===== src/rtl/adder_result_accumulator_if.sv =====
// Handshake and data bundle between an upstream adder, the result
// accumulator and the downstream consumer of the accumulated total.
interface adder_result_accumulator_if #(
    parameter int ACC_W = 12
);
    logic             start;
    logic [3:0]       num_terms;
    logic             in_valid;
    logic             in_ready;
    logic [7:0]       sum;
    logic             cy_out;
    logic             out_valid;
    logic             out_ready;
    logic [ACC_W-1:0] acc_out;
    logic             overflow;
    logic             busy;

    // Driver side: issues commands, supplies adder results, consumes totals.
    modport master (
        output start, num_terms, in_valid, sum, cy_out, out_ready,
        input  in_ready, out_valid, acc_out, overflow, busy
    );

    // Accumulator side.
    modport slave (
        input  start, num_terms, in_valid, sum, cy_out, out_ready,
        output in_ready, out_valid, acc_out, overflow, busy
    );
endinterface


===== src/rtl/adder_result_accumulator.sv =====
// Accumulates a programmed number of 9-bit adder results ({cy_out,sum})
// into an ACC_W-bit total, flags any wrap with a sticky overflow bit and
// presents the total with a valid/ready handshake.
module adder_result_accumulator #(
    parameter int ACC_W = 12
) (
    input  logic                        clk,
    input  logic                        rst_n,
    adder_result_accumulator_if.slave   bus
);

    typedef enum logic [1:0] {
        IDLE  = 2'd0,
        ACCUM = 2'd1,
        HOLD  = 2'd2
    } state_t;

    state_t           state_q;
    state_t           state_d;
    logic [ACC_W-1:0] acc_q;
    logic [ACC_W-1:0] acc_d;
    logic             ovf_q;
    logic             ovf_d;
    logic [3:0]       cnt_q;
    logic [3:0]       cnt_d;
    logic [ACC_W:0]   add_res;

    // Returns {carry, total} of the accumulator plus a zero-extended term.
    function automatic logic [ACC_W:0] acc_add(input logic [ACC_W-1:0] acc,
                                               input logic [8:0]       term);
        logic [ACC_W:0] ext_acc;
        logic [ACC_W:0] ext_term;
        ext_acc  = {1'b0, acc};
        ext_term = {{(ACC_W-8){1'b0}}, term};
        return ext_acc + ext_term;
    endfunction

    // Next-state, accumulator, overflow and counter updates.
    always_comb begin
        state_d = state_q;
        acc_d   = acc_q;
        ovf_d   = ovf_q;
        cnt_d   = cnt_q;
        add_res = acc_add(acc_q, {bus.cy_out, bus.sum});
        case (state_q)
            IDLE: begin
                if (bus.start) begin
                    acc_d   = '0;
                    ovf_d   = 1'b0;
                    cnt_d   = bus.num_terms;
                    state_d = (bus.num_terms == 4'd0) ? HOLD : ACCUM;
                end
            end
            ACCUM: begin
                // in_ready is implied by being in ACCUM
                if (bus.in_valid) begin
                    acc_d = add_res[ACC_W-1:0];
                    ovf_d = ovf_q | add_res[ACC_W];
                    cnt_d = cnt_q - 4'd1;
                    if (cnt_q == 4'd1) begin
                        state_d = HOLD;
                    end
                end
            end
            HOLD: begin
                if (bus.out_ready) begin
                    state_d = IDLE;
                end
            end
            default: begin
                state_d = IDLE;
            end
        endcase
    end

    // State and datapath registers; reset aborts any operation in flight.
    always_ff @(posedge clk or negedge rst_n) begin
        if (!rst_n) begin
            state_q <= IDLE;
            acc_q   <= '0;
            ovf_q   <= 1'b0;
            cnt_q   <= 4'd0;
        end else begin
            state_q <= state_d;
            acc_q   <= acc_d;
            ovf_q   <= ovf_d;
            cnt_q   <= cnt_d;
        end
    end

    // Handshake outputs decode directly from the state register so they
    // drop the instant reset asserts.
    assign bus.in_ready  = (state_q == ACCUM);
    assign bus.out_valid = (state_q == HOLD);
    assign bus.busy      = (state_q != IDLE);
    assign bus.acc_out   = acc_q;
    assign bus.overflow  = ovf_q;

endmodule


===== src/flat_wrapper.sv =====
// flat-port wrapper written by rule: the top's interface ports become plain ports
module adder_result_accumulator_flat 
#(
    parameter int ACC_W = 12
)
  (clk, rst_n, bus_start, bus_num_terms, bus_in_valid, bus_sum, bus_cy_out, bus_out_ready, bus_in_ready, bus_out_valid, bus_acc_out, bus_overflow, bus_busy);
  adder_result_accumulator_if #(.ACC_W(ACC_W)) bus_i ();
  input  logic clk;
  input  logic rst_n;
  input wire logic [$bits(bus_i.start)-1:0] bus_start;
  input wire logic [$bits(bus_i.num_terms)-1:0] bus_num_terms;
  input wire logic [$bits(bus_i.in_valid)-1:0] bus_in_valid;
  input wire logic [$bits(bus_i.sum)-1:0] bus_sum;
  input wire logic [$bits(bus_i.cy_out)-1:0] bus_cy_out;
  input wire logic [$bits(bus_i.out_ready)-1:0] bus_out_ready;
  output wire logic [$bits(bus_i.in_ready)-1:0] bus_in_ready;
  output wire logic [$bits(bus_i.out_valid)-1:0] bus_out_valid;
  output wire logic [$bits(bus_i.acc_out)-1:0] bus_acc_out;
  output wire logic [$bits(bus_i.overflow)-1:0] bus_overflow;
  output wire logic [$bits(bus_i.busy)-1:0] bus_busy;
  assign bus_i.start = bus_start;
  assign bus_i.num_terms = bus_num_terms;
  assign bus_i.in_valid = bus_in_valid;
  assign bus_i.sum = bus_sum;
  assign bus_i.cy_out = bus_cy_out;
  assign bus_i.out_ready = bus_out_ready;
  assign bus_in_ready = bus_i.in_ready;
  assign bus_out_valid = bus_i.out_valid;
  assign bus_acc_out = bus_i.acc_out;
  assign bus_overflow = bus_i.overflow;
  assign bus_busy = bus_i.busy;
  adder_result_accumulator #(.ACC_W(ACC_W)) u_core (.clk(clk), .rst_n(rst_n), .bus(bus_i));
endmodule

===== config.mk =====
export PLATFORM = sky130hd
export DESIGN_NAME = adder_result_accumulator_flat
export DESIGN_NICKNAME = d
export VERILOG_FILES = /design/src/rtl/adder_result_accumulator_if.sv /design/src/rtl/adder_result_accumulator.sv /design/src/flat_wrapper.sv
export SDC_FILE = /design/constraint.sdc
export NUM_CORES = 1
export LEC_CHECK = 0
export ABC_AREA = 0
export CAP_MARGIN = 20
export CORE_ASPECT_RATIO = 0.7
export CORE_UTILIZATION = 30
export DETAILED_ROUTE_END_ITERATION = 8
export GPL_TIMING_DRIVEN = 1
export SETUP_SLACK_MARGIN = 0.05
export SLEW_MARGIN = 15
export SYNTH_ARGS = -nofsm -noshare
export SYNTH_HDL_FRONTEND = slang
export SYNTH_SLANG_ARGS = --single-unit

===== constraint.sdc =====
create_clock -name clk -period 2.35 [get_ports clk]
set_input_delay 0.705 -clock clk [delete_from_list [all_inputs] [get_ports clk]]
set_output_delay 0.705 -clock clk [all_outputs]
set_load 0.1 [all_outputs]

==> results.toml, run 1 <==
[floorplan]
core_um2 = 3950
die_w_um = 78.8
rows = 19
dieHeight_um = 55.8
die-area_um2 = 4390
start_util = 0.314
io_pins = 34

[worst_setup_path]
crit_slowest_cell = "or4_4"
reg2regPathDepth = 7
r2r_setup_slack_ps = 360
slowest_delay_ps = 430
arrival_ps = 2420
cp-start-kind = "input pin"
worstSetupPathType = "input pin to register"
r2r_start = "u_core.bus.acc_out[0]$_DFFE_PN0P_"
path_cells = "clkdlybuf4s50_1 > ha_1 > and3_1 > a31oi_4 > or4_4 > a21oi_2"
cp-end-kind = "register"
reg2reg_to = "u_core.bus.acc_out[6]$_DFFE_PN0P_"
worstPathRequired_ps = 2540
critPathMaxFanout = 5

[timing]
tightest_slew_ps = 456
finalCritPeriodShare = 0.949
fin_skew_ps = 3.25
fmax_mhz = 448
setup_slack_ps = 119
fin_crit_ps = 2230
final-hold-violation-count = 0
setup_viol = 0
maxSlewHeadroom = 0.693
tns_ps = 0
grt_setup_unrepaired = "false"
maxSlewViolCount = 0

[power]
ir_worst_vdd_uv = 899
intPower_mw = 1.28
power_frac_comb = 0.702
p_sw_mw = 1.47
p_leak_nw = 0.888
clockPowerShare = 0.086
sequentialPowerShare = 0.212
total_power_mw = 2.74
switching_share = 0.535
powerDensity_nw_per_um2 = 1420

[final_layout]
multi_input_area_um2 = 837
layout_commonest_cell = "buf_4"
regArea_um2 = 483
drive_above_1_share = 0.348
fin_nets = 215
syn_to_final_growth_pct = 56.1
n_antenna_cell = 0
fillers = 387
layout_common_cells = "33 x buf_4, 15 x nand2_1, 13 x dfrtp_1"

[synth]
syn_area_per_cell_um2 = 9.60
ys.flop_type = "dfrtp_1"
ys_warn_count = 0
syn_area_um2 = 1240
postSynth.asyncResetShare = 1.00
yosysSeqAreaShare = 0.384
synth_edf_count = 0
synthesis.nets = 159
synth_top_area_frac = 0.384
yosysTopAreaCell = "dfrtp_1"
synth_cell_type_count = 41
ys_ff_latch = 19
synth.area.top_cells = "dfrtp_1 38%, ha_1 11%, o21ai_0 5.7%"
syn_inst = 129

[grt]
grt_max_degree = 20
antenna_found_initial = 0
grt_usage = 0.162
overflow = 0
grt_pass1_vias = 1156
grt_first_pass_wirelength_um = 5510

[cts]
clock_path_buffers = 2
clk_latency_ps = 260
numCtsBuffers = 3
clockRootBuffer = "clkbuf_8"
path_clk_slew_ps = 80
clock_tree.htree_level_count = 1
hold_buffers = 0
cts_tree = "built"
clock-sinks = 19

[drt]
firstDrtPassIters = 4
drc = 0
via_count = 1151
viasPerCell = 4.88
drtIter0Drc = 47
wl_um = 3300
wire_per_inst_um = 14.0
ant_nets = 0

[hold_path]
hold_depth = 2
hp-start = "u_core.bus.acc_out[6]$_DFFE_PN0P_"
holdPathEnd = "u_core.bus.acc_out[6]$_DFFE_PN0P_"
min_path_type = "register to register"

[placed_design]
place_hpwl_um = 2470
portBuffers = 33
place_ws_ps = -537
place_congestion = 0.843

[job]
maxCapViolCount = 0

[outcome]
status = "complete, no violations"
==> timing repair <==
action / in CTS / in global routing
pin swaps: 6 / 9
resized for setup: 14 / 11
buffers inserted: 2 / 0
endpoints found under the setup margin: 6 / 4
hold endpoints to repair: 0 / 0
==> power by group through the flow <==
stage | registers [mW] | clock network (mW) | logic, mW
final | 0.581 | 0.236 | 1.93
after detailed placement | 0.576 | 0 | 1.83
after floorplan | 1.01 | 0 | 0.809
after global placement | 0.568 | 0 | 1.80
after global routing | 0.603 | 0.260 | 2.07
after CTS | 0.578 | 0.251 | 1.89
==> state kept, by name, summed over array words and instances (netlist names) <==
register and flops:
u_core.bus.acc_out 12, u_core.bus.overflow 1, u_core.cnt_q 4, u_core.state_q 2
==> final cells by class <==
type / count / area share
clock buffer: 4 / 0.0233
inverter: 5 / 0.00971
multi-input combinational: 103 / 0.433
sequential: 19 / 0.250
tap: 52 / 0.0337
timing repair buffer: 53 / 0.250
==> how the worst max path moves through the flow <==
| stage | from | endpoint | slack (ps) | cells past startpoint |
|---|---|---|---|---|
| after floorplan | u_core.bus.acc_out[0]$_DFFE_PN0P_ | u_core.bus.overflow$_DFFE_PN0P_ | 60 | 7 |
| after global placement | bus_sum[0] | u_core.bus.overflow$_DFFE_PN0P_ | -450 | 8 |
| after detailed placement | bus_sum[0] | u_core.bus.acc_out[10]$_DFFE_PN0P_ | -540 | 8 |
| after CTS | bus_sum[0] | u_core.bus.acc_out[10]$_DFFE_PN0P_ | 60 | 8 |
| after global routing | bus_cy_out | u_core.bus.acc_out[11]$_DFFE_PN0P_ | 70 | 8 |
| final | bus_cy_out | u_core.bus.acc_out[11]$_DFFE_PN0P_ | 120 | 6 |
==> routing by layer <==
| layer | wire length, um | vias up | GRT usage |
|---|---|---|---|
| li1 | - | 584 | - |
| met1 | 1610 | 534 | 0.226 |
| met2 | 1500 | 31 | 0.253 |
| met3 | 182 | 2 | 0.0508 |
| met4 | 4 | 0 | 0.0159 |
| met5 | 0 | - | 0 |
==> Yosys cell counts, types with 2 or more instances <==
| cell type | n |
|---|---|
| nand3_1 | 3 |
| inv_1 | 5 |
| clkbuf_1 | 2 |
| a21oi_1 | 10 |
| a22oi_1 | 2 |
| o21ai_0 | 14 |
| nor3_1 | 2 |
| o31ai_1 | 3 |
| and3_1 | 3 |
| a21o_1 | 3 |
| xor2_1 | 3 |
| dfrtp_1 | 19 |
| a22o_1 | 2 |
| ha_1 | 11 |
| xnor2_1 | 4 |
| nand2_1 | 15 |
| nand2b_1 | 2 |
| nor2_1 | 3 |
==> per-stage QoR <==
step | area, um2 | utilization | cells | hold WS (ps)
finish | 1930 | 0.490 | 236 | 520
global route | 1930 | 0.490 | 236 | 540
CTS | 1890 | 0.478 | 236 | 521
detailed placement | 1770 | 0.448 | 230 | 502
global placement | 1770 | 0.448 | 230 | 489
floorplan | 1250 | - | 129 | 409
==> cells by family after synthesis <==
| logic type | synth area share |
|---|---|
| compound gates | 0.226 |
| xor+xnor | 0.0495 |
| fa+ha+maj | 0.127 |
| buf+inv | 0.0212 |
| flops | 0.384 |
| mux | 0.00808 |
| simple gates | 0.184 |
==> critical path: cells and delay by family <==
| family | cells | cell delay (ps) |
|---|---|---|
| buf+inv | 1 | 420 |
| simple gates | 2 | 690 |
| fa+ha+maj | 1 | 370 |
| compound gates | 2 | 240 |
Note: power is estimated with default switching activity, not from simulation.
==> run 2, diff against run 1 <==
Settings changed: CORE_MARGIN set to 8.
==> results.toml, run 2 (synthesis gave the netlist of run 1 again) <==
[outcome]
status = "complete, no violations"

[placed_design]
portBuffers = 33
dp.cells = 230
place_hpwl_um = 2600
place_ws_ps = -555
place_congestion = 0.809

[worst_setup_path]
worstSetupPathType = "input pin to register"
crit_slowest_cell = "or4_4"
arrival_ps = 2400
worstPathRequired_ps = 2540
cp-end-kind = "register"
slowest_delay_ps = 430
critPathBufInv = 1
cp-start-kind = "input pin"
crit_family = "simple AND/OR/NAND/NOR gates"
path_cells = "clkdlybuf4s50_1 > ha_2 > nand2_1 > o21ai_0 > a31oi_2 > or4_4 > a21oi_2"
critPathMaxFanout = 6

[drt]
wire_per_inst_um = 14.3
via_count = 1189
wl_um = 3410
viasPerCell = 4.97
drc = 0
firstDrtPassIters = 4
ant_nets = 0
drtIter0Drc = 42

[power]
p_sw_mw = 1.47
powerDensity_nw_per_um2 = 1410
total_power_mw = 2.76
sequentialPowerShare = 0.210
switching_share = 0.531
ir_worst_vdd_uv = 916
clockPowerShare = 0.086
power_frac_comb = 0.703
intPower_mw = 1.29
p_leak_nw = 0.898

[grt]
grt_max_degree = 20
grt_pass1_vias = 1184
overflow = 0
grt_first_pass_wirelength_um = 5530
antenna_found_initial = 0
grt_usage = 0.102

[cts]
clockRootBuffer = "clkbuf_8"
path_clk_slew_ps = 80
numCtsBuffers = 3
clock_path_buffers = 2
clk_latency_ps = 260
clock_tree.htree_level_count = 1
cts_tree = "built"
clock-sinks = 19

[final_layout]
syn_to_final_growth_pct = 57.8
layout_common_cells = "36 x buf_4, 15 x nand2_1, 13 x dfrtp_1"
instances_no_fill = 239
fillers = 394
n_antenna_cell = 0
layout_commonest_cell = "buf_4"
fin_nets = 218
largest_reg_flops = 12
drive_above_1_share = 0.364

[floorplan]
io_pins = 34
dieHeight_um = 69.8
die_w_um = 92.8
rows = 19
die-area_um2 = 6470
start_util = 0.314
core_um2 = 3950

[timing]
grt_setup_unrepaired = "false"
final-hold-violation-count = 0
fin_crit_ps = 2210
maxSlewViolCount = 0
finalCritPeriodShare = 0.940
setup_slack_ps = 141
maxSlewHeadroom = 0.691
setup_viol = 0
fin_skew_ps = 8.52
tightest_slew_ps = 460
fmax_mhz = 453

[job]
maxCapViolCount = 0

[hold_path]
min_path_type = "register to register"
run 2: changes by cell type in the layout (fill, tap and decap cells not counted), sizes merged:
cell and change:
buf +3
run 2: power groups by stage:
stage / Combinational (mW) / Clock [mW] / Sequential [mW]
6_report: 1.94 / 0.238 / 0.580
5_1_grt: 2.07 / 0.260 / 0.601
4_1_cts: 1.87 / 0.245 / 0.573
3_5_place_dp: 1.83 / 0 / 0.575
3_3_place_gp: 1.80 / 0 / 0.567
2_1_floorplan: 0.809 / 0 / 1.01
run 2: worst paths after layout:
path / startpoint / endpoint / slack (ps) / cells after the start
worst max-delay path: bus_sum[7] / u_core.bus.acc_out[11]$_DFFE_PN0P_ / 140 / 7
worst min-delay path: u_core.bus.acc_out[5]$_DFFE_PN0P_ / u_core.bus.acc_out[5]$_DFFE_PN0P_ / 510 / 2
worst max register to register: u_core.bus.acc_out[0]$_DFFE_PN0P_ / u_core.bus.overflow$_DFFE_PN0P_ / 330 / 7
worst min register to register: u_core.bus.acc_out[5]$_DFFE_PN0P_ / u_core.bus.acc_out[5]$_DFFE_PN0P_ / 510 / 2
max in group asynchronous: rst_n / u_core.bus.acc_out[0]$_DFFE_PN0P_ / 1340 / 2
min in group asynchronous: rst_n / u_core.bus.acc_out[3]$_DFFE_PN0P_ / 770 / 2
run 2: layout make-up:
cell class | count | area [um2] | area share
sequential | 19 | 483 | 0.247
timing repair buffer | 56 | 507 | 0.259
multi-input combinational | 103 | 836 | 0.428
inverter | 5 | 18.8 | 0.00960
clock buffer | 4 | 45.0 | 0.0230
tap | 52 | 65.1 | 0.0333
run 2: timing repair:
item / 4_1_cts / 5_1_grt
hold buffers: 0 / 0
setup buffers: 3 / 2
setup endpoints to repair: 5 / 6
gates resized for setup: 8 / 14
pin swaps: 6 / 6
run 2: per-stage QoR:
stage | TNS, ps | hold WS (ps) | area, um2 | util
after floorplan | 0 | 409 | 1250 | -
after global routing | 0 | 553 | 1950 | 0.495
final | 0 | 509 | 1950 | 0.495
after global placement | -2180 | 486 | 1770 | 0.448
after detailed placement | -2580 | 499 | 1770 | 0.448
after CTS | 0 | 517 | 1860 | 0.471
run 2: per-layer routing:
| metal | vias to the layer above | part of all wire | track usage |
|---|---|---|---|
| li1 | 587 | - | - |
| met1 | 574 | 0.48 | 0.134 |
| met2 | 28 | 0.44 | 0.154 |
| met3 | 0 | 0.075 | 0.0465 |
| met4 | 0 | 0 | 0.0107 |
| met5 | - | 0 | 0 |
run 2: tightest hold or removal path, stage by stage, from the launching register on:
cell and delay [ps]:
dfrtp_2 370, nand2_1 40, o21ai_0 60
==> run 3, diff against run 2 <==
Settings changed: CTS_CLUSTER_SIZE set to 24.
==> results of run 3 <==
Same layout as run 2: the final DEF is identical, and so are final timing and power.
